[src/rtl/reg_encoder.sv]
// Register-request encoder: captures an 8-bit request vector and serves one register code per
// handshake. Define REG_ENCODER_ROUND_ROBIN_EN for round-robin arbitration (default: fixed priority, r7 first).
module reg_encoder (
    input  logic       clock,
    input  logic       reset,
    input  logic [7:0] req,
    input  logic       req_valid,
    output logic       req_ready,
    output logic [2:0] register,
    output logic       out_valid,
    input  logic       out_ready,
    output logic [3:0] pending_count
);

    typedef enum logic {IDLE, SERVE} state_t;

    state_t     state;
    state_t     state_nxt;
    logic [7:0] pending;
    logic [7:0] pending_left;
    logic [2:0] sel;
    logic       capture;
    logic       xfer;

`ifdef REG_ENCODER_ROUND_ROBIN_EN
    logic [2:0] ptr;
    logic [2:0] idx;
    logic       found;

    // Walk downward from the pointer, wrapping 0 -> 7; first set bit wins.
    always_comb begin
        sel   = ptr;
        idx   = ptr;
        found = 1'b0;
        for (int k = 0; k < 8; k++) begin
            idx = ptr - 3'(k);
            if (!found && pending[idx]) begin
                sel   = idx;
                found = 1'b1;
            end
        end
    end

    always_ff @(posedge clock) begin
        if (reset)
            ptr <= 3'd7;
        else if (xfer)
            ptr <= sel - 3'd1;
    end
`else
    // Ascending scan so the highest set index overrides lower ones.
    always_comb begin
        sel = 3'd0;
        for (int k = 0; k < 8; k++)
            if (pending[k])
                sel = 3'(k);
    end
`endif

    assign capture      = (state == IDLE) && req_valid && (req != 8'd0);
    assign xfer         = (state == SERVE) && out_ready;
    assign pending_left = pending & ~(8'd1 << sel);

    always_ff @(posedge clock) begin
        if (reset) begin
            state   <= IDLE;
            pending <= 8'd0;
        end else begin
            state <= state_nxt;
            if (capture)
                pending <= req;
            else if (xfer)
                pending <= pending_left;
        end
    end

    always_comb begin
        state_nxt = state;
        case (state)
            IDLE:    if (capture) state_nxt = SERVE;
            SERVE:   if (xfer && (pending_left == 8'd0)) state_nxt = IDLE;
            default: state_nxt = IDLE;
        endcase
    end

    always_comb begin
        req_ready     = 1'b0;
        out_valid     = 1'b0;
        register      = 3'd0;
        pending_count = 4'd0;
        if (state == SERVE) begin
            out_valid = 1'b1;
            register  = 3'd7 - sel;
            for (int k = 0; k < 8; k++)
                pending_count = pending_count + 4'(pending[k]);
        end else begin
            req_ready = 1'b1;
        end
    end

endmodule

[config.mk]
export PLATFORM = sky130hd
export DESIGN_NAME = reg_encoder
export DESIGN_NICKNAME = d
export VERILOG_FILES = /design/src/rtl/reg_encoder.sv
export SDC_FILE = /design/constraint.sdc
export NUM_CORES = 1
export LEC_CHECK = 0
export CAP_MARGIN = 30
export CORE_UTILIZATION = 45
export DETAILED_ROUTE_END_ITERATION = 7
export PLACE_DENSITY = 0.72
export SYNTH_ARGS = -nofsm -noshare
export SYNTH_HDL_FRONTEND = slang
export SYNTH_SLANG_ARGS = --single-unit
export TNS_END_PERCENT = 50
[constraint.sdc]
create_clock -name clock -period 4.21 [get_ports clock]
set_clock_uncertainty 0.1 [all_clocks]
set_input_delay 1.263 -clock clock [delete_from_list [all_inputs] [get_ports clock]]
set_output_delay 1.263 -clock clock [all_outputs]
set_load 0.02 [all_outputs]
== Word level (Yosys, flattened, before mapping) ==
Cells that the tools add are included.
Word-level totals
  register bits after elaboration: 9
  input bits: 12
Cells by class
  muxes and demuxes: 16
  shifts and indexed selects: 1
  reductions and logical operators: 7
  bitwise operators: 3
  $add $sub $neg: 8
Operator list (number)
  4-bit by 1-bit adder with 4-bit output: 4
  8-bit two-way mux: 2
  3-bit two-way mux: 5
  8-bit AND: 1
  8-bit logical NOT: 1
  8-bit NOT: 1
  8-bit nonzero test: 1
  1-bit by 3-bit left shift with 8-bit output (first input constant): 1
  1-bit two-way mux: 5
  3-bit by 1-bit adder with 4-bit output: 1
  1-bit logical AND: 4
  2-bit two-way mux: 2
  4-bit two-way mux: 1
  2-bit by 1-bit adder with 3-bit output: 1
  3-bit subtractor (first input constant): 1
  1-bit by 1-bit adder with 2-bit output: 1
  1-bit case mux with 2 select lines: 1
  2-bit nonzero test: 1
  1-bit NOT: 1

== Depth between registers and ports, before layout ==
  depth after elaboration: 14
  gate-level depth with buffers: 10

== Worst setup path before layout ==
Ideal clock, no wire load.
  kind: register -> output
  start: register pending[0]
  end: output pending_count[2]
  path slack: 0.022 ns
  buffers on the path: 0
  data arrival time: 2.825 ns
  data required time: 2.847 ns
  stages on the path, launching flop included: 11
  cells stage by stage: dfxtp_1 fa_1 inv_1 fa_1 fa_1 inv_1 ha_1 inv_1 fa_1 xor2_1 nor2_1
On the way
  longest elaborated chain between the ends: 8
RTL lines
  start: declaration: RTL line 19  | logic [7:0] pending;
  start signal: assignment: RTL line 71  | pending <= req;
  start signal: assignment: RTL line 73  | pending <= pending_left;
  1-bit by 1-bit adder with 2-bit output: RTL line 95  | pending_count = pending_count + 4'(pending[k]);
  2-bit by 1-bit adder with 3-bit output: RTL line 95
  3-bit by 1-bit adder with 4-bit output: RTL line 95
  4-bit by 1-bit adder with 4-bit output (4 in series): RTL line 95
  4-bit two-way mux: RTL line 91  | if (state == SERVE) begin
  end: declaration: RTL line 12  | output logic [3:0] pending_count
Every way passes these cells.

== Worst setup path after layout ==
Ends and elaborated chain as after synthesis.

==> flow_summary.toml <==
[sta]
worstMarginPinSlew_ps = 518.8
holdWs_ps = 523.7
post-route-period-util = 1.055
period_needed_ps = 4440
rsz0062_at_grt = "true"
clock.fmax_ghz = 0.2252
timing.final.hold_violations = 0
setup-violations-final = 2
slew_violations = 0
finalWorstSetupSlack_ps = -229.6
relSlewSlack = 0.6534

[logic_synthesis]
post-synth-top-count-cell = "inv_1"
synth_top_family_by_area = "simple AND/OR/NAND/NOR gates"
synth_top_area_share = 0.2496
synthSimpleGateAreaFrac = 0.2686
ys_seq_area_frac = 0.2496
synthArstFlopShare = 0
ys_warn_count = 0
synthTopCellsByCount = "inv_1 (11), nor2_1 (10), a21oi_1 (9), dfxtp_1 (9), nand2_1 (9)"
synthMuxAreaShare = 0.01386
synth_xor_area_frac = 0.01213
synthFlopType = "dfxtp_1"
synth_top_area_cell = "dfxtp_1"
syn_inst = 91
synth_fa_ha_area_frac = 0.1629
synthesis.area_um2 = 721.9
syn_avg_cell_area_um2 = 7.933
syn_nets = 110
ys_types = 31
synthTopCellsByArea = "dfxtp_1 (25%), fa_1 (11%), a21oi_1 (6.2%), inv_1 (5.7%), ha_1 (5.2%)"
ys_ff_latch = 9
synth_compound_area_frac = 0.2184
synth_edf_count = 0

[clock_tree]
clk_pin_slew_ps = 60
cts_tree = "yes"
cts-root-buf = "clkbuf_4"
clock-sinks = 9
postCtsSetupBuffers = 0
clkLatencyLatePin_ps = 260
cts_buffers = 3
cts_buffer_depth = 2
cts_htree_levels = 1
hold_buffers = 0

[floorplanning]
die_x_um = 42.06
ios = 21
rows = 14
core-area_um2 = 1506
die_h_um = 42.06
start_util = 0.4792
dieArea_um2 = 1769

[setup_path]
startpoint_type = "flop"
rr_worst_depth = 5
path_max_fanout = 2
crit_arrival_ps = 3080
endpoint_kind = "output pin"
criticalPathCategory = "reg -> out"
critPathRequiredTime_ps = 2850

[grt]
grt_busiest_layer = "met2"
grt_use_met3 = 0.06466
gr-total-overflow = 0
grt_pass1_wl_um = 3215
grt.total_usage = 0.2373
grtUsageMet1 = 0.3066
antenna_found_initial = 0
grt_pass1_vias = 757
grtUsageMet2 = 0.3719
grt_max_degree = 12

[final_layout]
drive_gt1_frac = 0.1933
nNetsFinal = 139
diodes = 0
syn_to_final_growth_pct = 38.82
final_core_util = 0.6653

[placement]
post-dp-hpwl_um = 1418
port_buffers = 20
gp_congestion = 0.8009

[job]
cap_viol_max_count = 0

[routing]
drt_wl_total_um = 1728
dr_total_vias = 778
ant_nets = 0
viasPerCell = 5.763
firstDrtPassIters = 4
post-route-drc-count = 0
first_iter_violations = 29
wl_per_cell_um = 12.80

[power_and_ir_drop]
ir_drop_mv = 0.1944
power.leakage_uw = 0.0004063
power.density_nw_per_um2 = 291.4

[outcome]
failed_checks = "setup timing"
status = "finished, violations left"

[min_path]
hold_path_depth = 2
hold_path.class = "reg -> reg"
==> cells in the final DEF, fill, tap and decap left out, types with 2 or more instances in the layout <==
cell             netlist  layout
clkdlybuf4s50_1        0      16
nor2_1                10      10
buf_4                  0      10
inv_1                 11       9
nand2_1                9       9
a21oi_1                9       9
dfxtp_1                9       8
or4_1                  4       4
nor3_1                 3       3
o211ai_1               3       3
fa_1                   4       3
clkbuf_4               0       3
nor2b_1                2       2
inv_2                  0       2
or4_4                  2       2
nand3b_1               2       2
a32oi_1                2       2
ha_1                   3       2
==> worst paths after layout <==
check / endpoint / slack (ps) / start
setup / recovery: pending_count[2] / -230 / pending[0]
hold / removal: pending[2] / 520 / pending[2]
setup reg to reg: pending[1] / 2250 / pending[3]
hold reg to reg: pending[2] / 520 / pending[2]
==> metal layers <==
metal	wire, um	up-vias
met4	49	0
met1	776	355
li1	-	386
met3	105	6
met5	0	-
met2	796	31
==> cell type report <==
cell class,instances,area (um2)
fillers,136,504.2
inverters,11,41.29
repair buffers,27,240.2
flip-flops and latches,9,181.4
well taps,16,20.02
multi-input cells,68,493.0
clock buffers,4,26.28
==> report_power, final <==
group          switching (uW)  total, uW  internal, uW
combinational            64.5        125          60.1
clock                    31.4       68.0          36.6
sequential               7.59       99.5          91.9
==> cells by family after synthesis <==
kind of cell,after synthesis
fa+ha+maj,7
xor+xnor,1
flops,9
compound gates,23
mux,1
buf+inv,14
simple gates,36
==> worst max-delay path: stages, from the launching register on <==
cell and delay [ps]:
dfxtp_2 330, fa_1 540, inv_2 40, fa_1 490
fa_1 410, inv_1 70, ha_2 180, inv_2 40
fa_2 320, xor2_1 150, nor2_1 90, buf_4 150
==> sequential cells by signal, summed over array words and instances, names as in the netlist <==
| signal | cells |
|---|---|
| state | 1 |
| pending | 8 |
==> per-stage QoR <==
step	area, um2	instances	worst slack [ps]	TNS [ps]	power [uW]
after detailed placement	982.2	131	-466.0	-871.4	223.3
after CTS	1006	135	-296.3	-557.9	292.2
after floorplan	721.9	91	22.07	0	172.9
after global routing	1002	135	-407.5	-779.8	316.7
after global placement	982.2	131	-388.8	-745.8	221.0
final	1002	135	-229.6	-456.7	292.1
==> timing repair <==
action | in CTS | in global routing
setup endpoints to repair | 4 | 4
pin swaps | 1 | 1
gates resized for setup | 16 | 8
Power figures use the tool's default switching activity.
